`config.mk`:
```
export PLATFORM = sky130hd
export DESIGN_NAME = response_judge
export DESIGN_NICKNAME = d
export VERILOG_FILES = /design/src/rtl/response_judge.sv
export SDC_FILE = /design/constraint.sdc
export NUM_CORES = 1
export LEC_CHECK = 0
export ABC_AREA = 1
export BUFFER_PORTS_ARGS = -buffer_cell sky130_fd_sc_hd__buf_2
export CAP_MARGIN = 10
export CORE_MARGIN = 4
export CORE_UTILIZATION = 40
export CTS_CLUSTER_SIZE = 12
export DETAILED_ROUTE_END_ITERATION = 8
export GPL_ROUTABILITY_DRIVEN = 0
export PLACE_DENSITY = 0.58
export SLEW_MARGIN = 25
export SYNTH_ARGS = -nofsm -noshare
export SYNTH_HDL_FRONTEND = slang
export SYNTH_SLANG_ARGS = --single-unit
```
`constraint.sdc`:
```
create_clock -name i_clock -period 2.2 [get_ports i_clock]
set_input_delay 0.22 -clock i_clock [delete_from_list [all_inputs] [get_ports i_clock]]
set_output_delay 0.22 -clock i_clock [all_outputs]
set_load 0.02 [all_outputs]
```
`src/rtl/response_judge.sv`:
```
// Compares the player's actions against the queued display sequence and keeps score, lives and level.
// pass/fail pulse one cycle after the deciding act/tick; there is no backpressure, strobes are sampled once.
module response_judge #(
  parameter int DEPTH         = 16,
  parameter int TIMEOUT_TICKS = 6,
  parameter int START_LIVES   = 3
) (
  input  logic       i_clock,
  input  logic       i_reset,
  input  logic       i_exp_valid,
  input  logic [2:0] i_exp_code,
  input  logic       i_seq_done,
  input  logic       i_act_valid,
  input  logic [2:0] i_act_code,
  input  logic       i_tick,
  output logic       o_busy,
  output logic       o_pass,
  output logic       o_fail,
  output logic [7:0] o_score,
  output logic [2:0] o_lives,
  output logic [7:0] o_level,
  output logic       o_overflow,
  output logic       o_game_over
);

  localparam int AW = $clog2(DEPTH);
  localparam int CW = AW + 1;
  localparam int TW = $clog2(TIMEOUT_TICKS + 1);

  typedef enum logic [2:0] {S_LOAD, S_JUDGE, S_PASS, S_FAIL, S_OVER} state_t;

  state_t        r_state;
  logic [2:0]    r_mem [DEPTH];
  logic [AW-1:0] r_rd_ptr;
  logic [AW-1:0] r_wr_ptr;
  logic [CW-1:0] r_count;
  logic [TW-1:0] r_tcnt;
  logic [7:0]    r_score;
  logic [7:0]    r_level;
  logic [2:0]    r_lives;
  logic          r_overflow;
  logic          r_busy;
  logic          r_pass;
  logic          r_fail;
  logic          r_game_over;

  logic          w_exp_ok;
  logic          w_act_ok;
  logic          w_full;
  logic          w_push;
  logic [2:0]    w_head;
  logic          w_match;
  logic [TW-1:0] w_tcnt_inc;

  assign w_exp_ok   = (i_exp_code != 3'd0) && (i_exp_code <= 3'd4);
  assign w_act_ok   = i_act_valid && (i_act_code != 3'd0) && (i_act_code <= 3'd4);
  assign w_full     = (r_count == CW'(DEPTH));
  assign w_push     = !i_reset && (r_state == S_LOAD) && i_exp_valid && w_exp_ok && !w_full;
  assign w_head     = r_mem[r_rd_ptr];
  assign w_match    = w_act_ok && (i_act_code == w_head);
  assign w_tcnt_inc = r_tcnt + TW'(1);

  // Storage is never reset; r_count alone decides which entries are live.
  always_ff @(posedge i_clock) begin
    if (w_push) r_mem[r_wr_ptr] <= i_exp_code;
  end

  always_ff @(posedge i_clock) begin
    if (i_reset) begin
      r_state     <= S_LOAD;
      r_rd_ptr    <= '0;
      r_wr_ptr    <= '0;
      r_count     <= '0;
      r_tcnt      <= '0;
      r_score     <= 8'd0;
      r_level     <= 8'd0;
      r_lives     <= 3'(START_LIVES);
      r_overflow  <= 1'b0;
      r_busy      <= 1'b0;
      r_pass      <= 1'b0;
      r_fail      <= 1'b0;
      r_game_over <= 1'b0;
    end else begin
      r_pass <= 1'b0;
      r_fail <= 1'b0;
      case (r_state)
        S_LOAD: begin
          if (i_exp_valid && w_exp_ok && w_full) r_overflow <= 1'b1;
          if (w_push) begin
            r_wr_ptr <= r_wr_ptr + AW'(1);
            r_count  <= r_count + CW'(1);
          end
          // seq_done sees the count after any same-cycle push
          if (i_seq_done && ((r_count != '0) || w_push)) begin
            r_state <= S_JUDGE;
            r_busy  <= 1'b1;
            r_tcnt  <= '0;
          end
        end
        S_JUDGE: begin
          if (w_act_ok) begin
            r_tcnt <= '0;
            if (w_match) begin
              r_rd_ptr <= r_rd_ptr + AW'(1);
              r_count  <= r_count - CW'(1);
              if (r_score != 8'hFF) r_score <= r_score + 8'd1;
              if (r_count == CW'(1)) begin
                r_state <= S_PASS;
                r_busy  <= 1'b0;
                r_pass  <= 1'b1;
                if (r_level != 8'hFF) r_level <= r_level + 8'd1;
              end
            end else begin
              r_state  <= S_FAIL;
              r_busy   <= 1'b0;
              r_fail   <= 1'b1;
              r_rd_ptr <= '0;
              r_wr_ptr <= '0;
              r_count  <= '0;
              r_lives  <= r_lives - 3'd1;
            end
          end else if (i_tick) begin
            if (w_tcnt_inc == TW'(TIMEOUT_TICKS)) begin
              r_state  <= S_FAIL;
              r_busy   <= 1'b0;
              r_fail   <= 1'b1;
              r_rd_ptr <= '0;
              r_wr_ptr <= '0;
              r_count  <= '0;
              r_tcnt   <= '0;
              r_lives  <= r_lives - 3'd1;
            end else begin
              r_tcnt <= w_tcnt_inc;
            end
          end
        end
        S_PASS: r_state <= S_LOAD;
        S_FAIL: begin
          if (r_lives == 3'd0) begin
            r_state     <= S_OVER;
            r_game_over <= 1'b1;
          end else begin
            r_state <= S_LOAD;
          end
        end
        S_OVER:  r_state <= S_OVER;
        default: r_state <= S_LOAD;
      endcase
    end
  end

  assign o_busy      = r_busy;
  assign o_pass      = r_pass;
  assign o_fail      = r_fail;
  assign o_score     = r_score;
  assign o_lives     = r_lives;
  assign o_level     = r_level;
  assign o_overflow  = r_overflow;
  assign o_game_over = r_game_over;

endmodule

```
==> summary.md, run 1 <==
## Status
* complete, but fails checks — run status
* negative setup slack — violations in the final reports

## Cells and area
* 23.8% — Layout Area Growth over Synthesis
* 0.00570 mm^2 — area of all placed cells without fillers
* 777 — final cell count without fillers
* 0 — number of antenna repair diodes
* 0.00239 mm^2 — footprint of the flip-flops and latches
* 22.4% — fraction of final layout cells with drive strength greater than 1
* 1047 — # fillers
* 659 — net total in the final layout
* 0.00198 mm^2 — area taken by multi-input logic gates

## CTS
* 9 — number of clock buffers inserted by TritonCTS
* 0.35 ns — clock latency reported for the late side of the worst-skew pair
* 0.07 ns — clk slew on worst S/H paths
* 95 — number of sinks on the clock net
* built — clock tree from TritonCTS
* 3 — H-tree depth reported by CTS
* 2 — Clock Tree Buf Depth
* 0 — post-cts hold buffer count
* sky130_fd_sc_hd__clkbuf_16 — CTS root buffer

## STA
* 2.27 ns — Final min period
* -0.0671 ns — PnR worst setup slack
* yes — setup repair after global routing missed its margin
* 0 — final number of hold-violating endpoints
* 8 — setup violation total in the final timing report
* 0.00854 ns — Post-Route Skew
* 103% — period utilization
* 0.289 ns — Hold Worst Slack
* 58.1% — max_slew headroom
* 0.626 ns — transition at the pin with the smallest max-transition slack
* 441 MHz — upper clock frequency limit
* 0 — max-slew violations

## Drt
* 277 — 1st-iter DRT viols
* 0 — Final ANT Viol Nets
* 4.91 — mean number of vias per cell
* 3812 — DR vias
* 5 — drt first pass iters
* 13.8 um — Routed wire per std cell
* 0 — Post-route DRC
* 10800 um — Total Wirelength

## Floorplanning
* 115 um — die outline width
* 38 — cell row count
* 36 — Top-Level Pins
* 41.8% — Starting Density
* 115 um — height of the chip
* 0.0110 mm^2 — area inside the core boundary
* 0.0133 mm^2 — full die area

## Critical path
* flip-flop to flip-flop — critical setup path kind
* flip-flop — CP Capture Type
* 19 — length in cells of the worst reg-to-reg path
* -0.07 ns — reg2reg setup slack
* o_level[2] — Reg2Reg Capture Point
* 2.52 ns — Arr. time, crit path
* flip-flop — type of element launching the critical path
* o_level[2] — end point of the critical path
* 2.45 ns — Worst EP required
* 7 — maximum fanout encountered on the critical timing path

## Synth
* sky130_fd_sc_hd__edfxtp_1 (31%), sky130_fd_sc_hd__dfxtp_1 (20%), sky130_fd_sc_hd__nand2_1 (11%) — dominant cells by area after synthesis
* sky130_fd_sc_hd__edfxtp_1 — library cell occupying the most area in the post-synthesis netlist
* 31.3% — share of the synthesized area in the top cell type
* 95 — synthesis-stage register bit count
* 587 — post-synthesis net count
* 51.7% — sequential share of the synthesized area
* 35 — Netlist cell types
* 8.22 um^2 — average cell area after synthesis
* 0 — count of synthesis-stage warnings from yosys
* 560 — number of cells produced by synthesis
* 0.00461 mm^2 — post-synthesis instance area

## Job
* 0 — Maximum Capacitance Violations

## Global route
* 22.0% — GR Util met1
* 2.21% — GR Layer Usage met3
* 0 — total global routing overflow
* met2 — most utilized layer in the global route result
* 16700 um — first-pass GRT wire length
* 3520 — number of global-route vias before repair
* 0 — initial antenna violation count
* 25.7% — met2 track demand over resource in global routing
* 28 — maximum number of pins on one net before global-route repair
* 16.0% — Tot GR Track Use

## Min path
* i_reset — hold path startpoint
* input pin to flip-flop — path category of the worst min-delay check

## Power and ir drop
* 730 mW/mm^2 — total power divided by cell area
* 0.00416 W — total chip power
* 2.52 nW — leakage power of the design
* 0.378 mV — Worst IR Drop VDD

## Placement
* 0.00504 mm^2 — Post-Place Cell Area
* 7340 um — half-perimeter wire length after placement
* 35 — number of port buffers
* 745 — Placed Instances

[per-stage QoR]
| stage | setup WS [ns] | utilization, % | setup TNS [ns] |
|---|---|---|---|
| after floorplan | 0.330 | - | 0 |
| after global placement | 0.0808 | 45.7 | 0 |
| after detailed placement | 0.0239 | 45.7 | 0 |
| after CTS | 0.00370 | 48.4 | 0 |
| after global routing | -0.206 | 51.7 | -2.96 |
| final | -0.0671 | 51.7 | -0.284 |
[state kept, by name, summed over array words and instances (netlist names), named ones only]
signal and flops:
r_mem 48, r_state 3, o_lives 3, o_game_over 1, r_wr_ptr 4, o_score 8, o_busy 1, o_fail 1
o_overflow 1, o_pass 1, r_rd_ptr 4, r_count 5, r_tcnt 3, o_level 8
[final cells by class]
type / count / share of cell area [%]
inverters: 87 / 6.01
well taps: 140 / 3.07
clock buffers: 10 / 4.39
repair buffers: 72 / 9.08
flip-flops and latches: 95 / 41.9
clock inverters: 6 / 0.856
multi-input cells: 367 / 34.7
[Yosys cell counts, drive strengths merged]
cell type	n
ha	15
nand2	141
clkbuf	2
a21oi	24
clkinv	1
buf	9
xor2	8
nor3	17
nor2	70
inv	86
xnor2	2
edfxtp	48
a21boi	1
nand3	49
nand4	10
o211ai	1
o21ai	17
o22ai	1
dfxtp	47
o21a	3
a31oi	5
or2	3
[routing by layer]
| layer | wire length, um | vias up |
|---|---|---|
| li1 | - | 1953 |
| met1 | 5050 | 1746 |
| met2 | 4990 | 96 |
| met4 | 199 | 0 |
| met5 | 0 | - |
| met3 | 514 | 17 |
[timing repair]
action                                  in CTS  in global routing
setup buffers                                0                 14
endpoints found under the setup margin       0                 35
gates resized for setup                      0                 65
[cell families (layout without fill, tap and decap cells)]
group | count (synthesis) | after routing | synth area share, %
xor gates and xnor gates | 10 | 10 | 1.90
DFF | 95 | 95 | 51.7
buffers and inverters | 98 | 175 | 9.13
adders and majority gates | 15 | 15 | 4.07
AOI/OAI and AO/OA | 52 | 52 | 6.22
and+or+nand+nor | 290 | 290 | 26.9
[cell usage in the layout (no fill, tap or decap), drive strengths merged]
| cell type | n |
|---|---|
| nor2 | 70 |
| nor3 | 17 |
| xnor2 | 2 |
| ha | 15 |
| o211ai | 1 |
| nand4 | 10 |
| nand3 | 49 |
| buf | 71 |
| a31oi | 5 |
| o22ai | 1 |
| or2 | 3 |
| inv | 89 |
| edfxtp | 48 |
| a21boi | 1 |
| o21ai | 17 |
| dfxtp | 47 |
| xor2 | 8 |
| nand2 | 141 |
| a21oi | 24 |
| clkinvlp | 1 |
| o21a | 3 |
| clkinv | 3 |
| clkbuf | 11 |
[worst min-delay path by stage]
stage / to / cells past startpoint
after global placement: o_game_over / 2
final: o_score[4] / 3
after global routing: r_state[2] / 3
after floorplan: r_mem[0][0] / 0
after CTS: o_score[4] / 3
after detailed placement: o_game_over / 2
[worst max-delay path: stages, from the launching register on]
cell                      delay (ns)
sky130_fd_sc_hd__dfxtp_4        0.36
sky130_fd_sc_hd__buf_12         0.15
sky130_fd_sc_hd__buf_8          0.13
sky130_fd_sc_hd__nand2_1        0.05
sky130_fd_sc_hd__nand2_1        0.07
sky130_fd_sc_hd__nand2_1        0.08
sky130_fd_sc_hd__nand3_1        0.08
sky130_fd_sc_hd__nand3_2        0.11
sky130_fd_sc_hd__nand2_2        0.07
sky130_fd_sc_hd__nand2_2        0.07
sky130_fd_sc_hd__nand2_2        0.08
sky130_fd_sc_hd__nor2_4         0.15
sky130_fd_sc_hd__nand2_4        0.09
sky130_fd_sc_hd__nor2_4         0.26
sky130_fd_sc_hd__buf_6          0.15
sky130_fd_sc_hd__nand3_4        0.06
sky130_fd_sc_hd__inv_2          0.07
sky130_fd_sc_hd__nand2_1        0.04
sky130_fd_sc_hd__nand2_1        0.05
sky130_fd_sc_hd__nor2_1         0.04
[power by group]
group          switching, W  internal [W]
registers         0.0000508       0.00192
clock network      0.000689      0.000849
logic              0.000405      0.000247
Note: power is estimated with default switching activity, not from simulation.
==> run 2: changes to the inputs <==
--- a/config.mk
+++ b/config.mk
@@ -6,14 +6,14 @@
 export NUM_CORES = 1
 export LEC_CHECK = 0
 export ABC_AREA = 1
-export BUFFER_PORTS_ARGS = -buffer_cell sky130_fd_sc_hd__buf_2
 export CAP_MARGIN = 10
 export CORE_MARGIN = 4
 export CORE_UTILIZATION = 40
 export CTS_CLUSTER_SIZE = 12
 export DETAILED_ROUTE_END_ITERATION = 8
+export DONT_BUFFER_PORTS = 1
 export GPL_ROUTABILITY_DRIVEN = 0
-export PLACE_DENSITY = 0.58
+export PLACE_DENSITY = 0.55
 export SLEW_MARGIN = 25
 export SYNTH_ARGS = -nofsm -noshare
 export SYNTH_HDL_FRONTEND = slang
==> summary.md, run 2 (synthesis gave the netlist of run 1 again) <==
## Floorplanning
* 41.8% — Starting Density, unchanged
* 38 — cell row count, unchanged
* 115 um — height of the chip, unchanged
* 115 um — die outline width, unchanged
* 0.0110 mm^2 — area inside the core boundary, unchanged
* 36 — Top-Level Pins, unchanged
* 0.0133 mm^2 — full die area, unchanged

## Power and ir drop
* 14.1% — combinational cell fraction of total power, was 15.7%
* 756 mW/mm^2 — total power divided by cell area, was 730 mW/mm^2
* 0.538 mV — Worst IR Drop VDD, was 0.378 mV
* 0.00314 W — internal power, was 0.00302 W
* 2.35 nW — leakage power of the design, was 2.52 nW
* 25.8% — switching share of power, was 27.5%
* 38.9% — clock power share, was 37.0%
* 0.00109 W — switching power, was 0.00114 W
* 47.0% — Reg power frac, was 47.4%

## STA
* 0 — max-slew violations, unchanged
* yes — setup repair after global routing missed its margin, unchanged
* 0.00478 ns — Post-Route Skew, was 0.00854 ns
* 0 — setup violation total in the final timing report, was 8
* 459 MHz — upper clock frequency limit, was 441 MHz
* 0 — final number of hold-violating endpoints, unchanged
* 0.700 ns — transition at the pin with the smallest max-transition slack, was 0.626 ns
* 99.1% — period utilization, was 103%
* 2.18 ns — Final min period, was 2.27 ns
* 0.0267 ns — Hold Worst Slack, was 0.289 ns
* 53.2% — max_slew headroom, was 58.1%

## Cells and area
* sky130_fd_sc_hd__nand2_1 — commonest non-fill, non-tap cell in the layout, unchanged
* 0 — number of antenna repair diodes, unchanged
* 0.00559 mm^2 — area of all placed cells without fillers, was 0.00570 mm^2
* 621 — net total in the final layout, was 659
* 1046 — # fillers, was 1047
* 50.7% — fin util, was 51.7%
* 21.4% — Layout Area Growth over Synthesis, was 23.8%
* 48 — flip-flop count of the largest register, all copies and words added, unchanged
* r_mem — register name with the most flops, unchanged
* 17.7% — fraction of final layout cells with drive strength greater than 1, was 22.4%
* sky130_fd_sc_hd__nand2_1 (119), sky130_fd_sc_hd__inv_1 (82), sky130_fd_sc_hd__nor2_1 (54) — top library cells by usage in the layout, fill and taps aside, was sky130_fd_sc_hd__nand2_1 (129), sky130_fd_sc_hd__inv_1 (82), sky130_fd_sc_hd__nor2_1 (58)
* 739 — final cell count without fillers, was 777

## Critical path
* 0.41 ns — Largest stage delay, worst path, was 0.36 ns
* 2.44 ns — Worst EP required, was 2.45 ns
* sky130_fd_sc_hd__dfxtp_4 — slowest CP cell, unchanged
* buf_12 > clkinv_16 > nand2_2 > nand2_1 > nand2_1 > nand3_2 > nand3_2 > nand2_2 > nand2_2 > nand2_2 > nor2_4 > nand2_4 > nor2_4 > buf_6 > nand3_4 > inv_2 > nand2_1 > nand2_1 > nor2_1 — CP cell instances, was buf_12 > buf_8 > nand2_1 > nand2_1 > nand2_1 > nand3_1 > nand3_2 > nand2_2 > nand2_2 > nand2_2 > nor2_4 > nand2_4 > nor2_4 > buf_6 > nand3_4 > inv_2 > nand2_1 > nand2_1 > nor2_1
* 0.02 ns — reg2reg setup slack, was -0.07 ns
* 2.43 ns — Arr. time, crit path, was 2.52 ns
* flip-flop to flip-flop — critical setup path kind, unchanged
* flip-flop — CP Capture Type, unchanged
* flip-flop — type of element launching the critical path, unchanged
* 6 — maximum fanout encountered on the critical timing path, was 7

## Global route
* 0 — initial antenna violation count, unchanged
* 16.8% — Tot GR Track Use, was 16.0%
* 28 — maximum number of pins on one net before global-route repair, unchanged
* 17200 um — first-pass GRT wire length, was 16700 um
* 3565 — number of global-route vias before repair, was 3520
* 0 — total global routing overflow, unchanged

## CTS
* sky130_fd_sc_hd__clkbuf_16 — CTS root buffer, unchanged
* 9 — number of clock buffers inserted by TritonCTS, unchanged
* 2 — Clock Tree Buf Depth, unchanged
* 0.06 ns — clk slew on worst S/H paths, was 0.07 ns
* built — clock tree from TritonCTS, unchanged
* 3 — H-tree depth reported by CTS, unchanged
* 0.35 ns — clock latency reported for the late side of the worst-skew pair, about the same
* 95 — number of sinks on the clock net, unchanged

## Status
* complete, no violations — run status, was complete, but fails checks

## Placement
* 0 — number of port buffers, was 35
* 0.00485 mm^2 — Post-Place Cell Area, was 0.00504 mm^2
* 709 — Placed Instances, was 745
* 7360 um — half-perimeter wire length after placement, was 7340 um

## Drt
* 3709 — DR vias, was 3812
* 0 — Post-route DRC, unchanged
* 5.02 — mean number of vias per cell, was 4.91
* 15.2 um — Routed wire per std cell, was 13.8 um
* 11200 um — Total Wirelength, was 10800 um
* 171 — 1st-iter DRT viols, was 277
* 0 — Final ANT Viol Nets, unchanged
* 4 — drt first pass iters, was 5

## Min path
* i_reset — hold path startpoint, unchanged
* input pin to flip-flop — path category of the worst min-delay check, unchanged

## Job
* 0 — Maximum Capacitance Violations, unchanged

run 2: cell types whose count changed in the layout (fill, tap and decap cells not counted), moves of 3 or more:
cell / delta
sky130_fd_sc_hd__nand2_1: -10
sky130_fd_sc_hd__buf_2: -35
sky130_fd_sc_hd__dlygate4sd3_1: +6
sky130_fd_sc_hd__buf_4: -9
sky130_fd_sc_hd__nor2_1: -4
sky130_fd_sc_hd__nand2_2: +8
sky130_fd_sc_hd__nand3_1: +3
sky130_fd_sc_hd__buf_6: -3
run 2: what timing repair did:
action / CTS / global route
hold buffers: 5 / 1
buffers inserted: 0 / 2
gates resized for setup: 0 / 71
hold endpoints to repair: 59 / 9
endpoints found under the setup margin: 0 / 46
run 2: metrics by stage:
step	total power [W]	setup slack [ns]	setup TNS [ns]
CTS	0.00421	0.00364	0
detailed placement	0.00254	0.0186	0
finish	0.00423	0.0191	0
global placement	0.00253	0.0769	0
floorplan	0.00241	0.330	0
global route	0.00443	-0.140	-1.80
run 2: layout make-up:
type | instances | area [um^2] | share of cell area (%)
sequential | 95 | 2390 | 42.7
multi-input combinational | 367 | 2010 | 35.9
inverter | 87 | 353 | 6.31
timing repair buffer | 31 | 317 | 5.66
clock buffer | 13 | 275 | 4.92
tap | 140 | 175 | 3.13
clock inverter | 3 | 40.0 | 0.716
timing repair inverter | 3 | 36.3 | 0.649
run 2: power by group through the flow:
stage / clock network, W / logic (W) / registers [W]
6_report: 0.00164 / 0.000597 / 0.00199
5_1_grt: 0.00175 / 0.000677 / 0.00200
4_1_cts: 0.00168 / 0.000535 / 0.00199
3_5_place_dp: 0 / 0.000512 / 0.00203
3_3_place_gp: 0 / 0.000507 / 0.00203
2_1_floorplan: 0 / 0.000389 / 0.00202
run 2: path summary, 6_finish.rpt:
kind / end / cells past startpoint
setup reg to reg: o_level[2] / 19
hold reg to reg: r_tcnt[2] / 2
setup / recovery: o_level[2] / 19
hold / removal: o_level[0] / 2
run 2: worst max-delay path: cells and delay by family (launching register included):
family                 cells  cell delay, ns
buffers and inverters      4            0.45
DFF                        1            0.41
and+or+nand+nor           15            1.21
run 2: metal layers:
metal / part of all wire, % / vias to the layer above / global-route usage (%) / routed length, um
met5: 0 / - / 0 / 0
met4: 1.8 / 0 / 6.96 / 205
met3: 6.5 / 13 / 5.26 / 728
met2: 46 / 100 / 26.3 / 5170
met1: 46 / 1722 / 21.7 / 5120
li1: - / 1874 / - / -
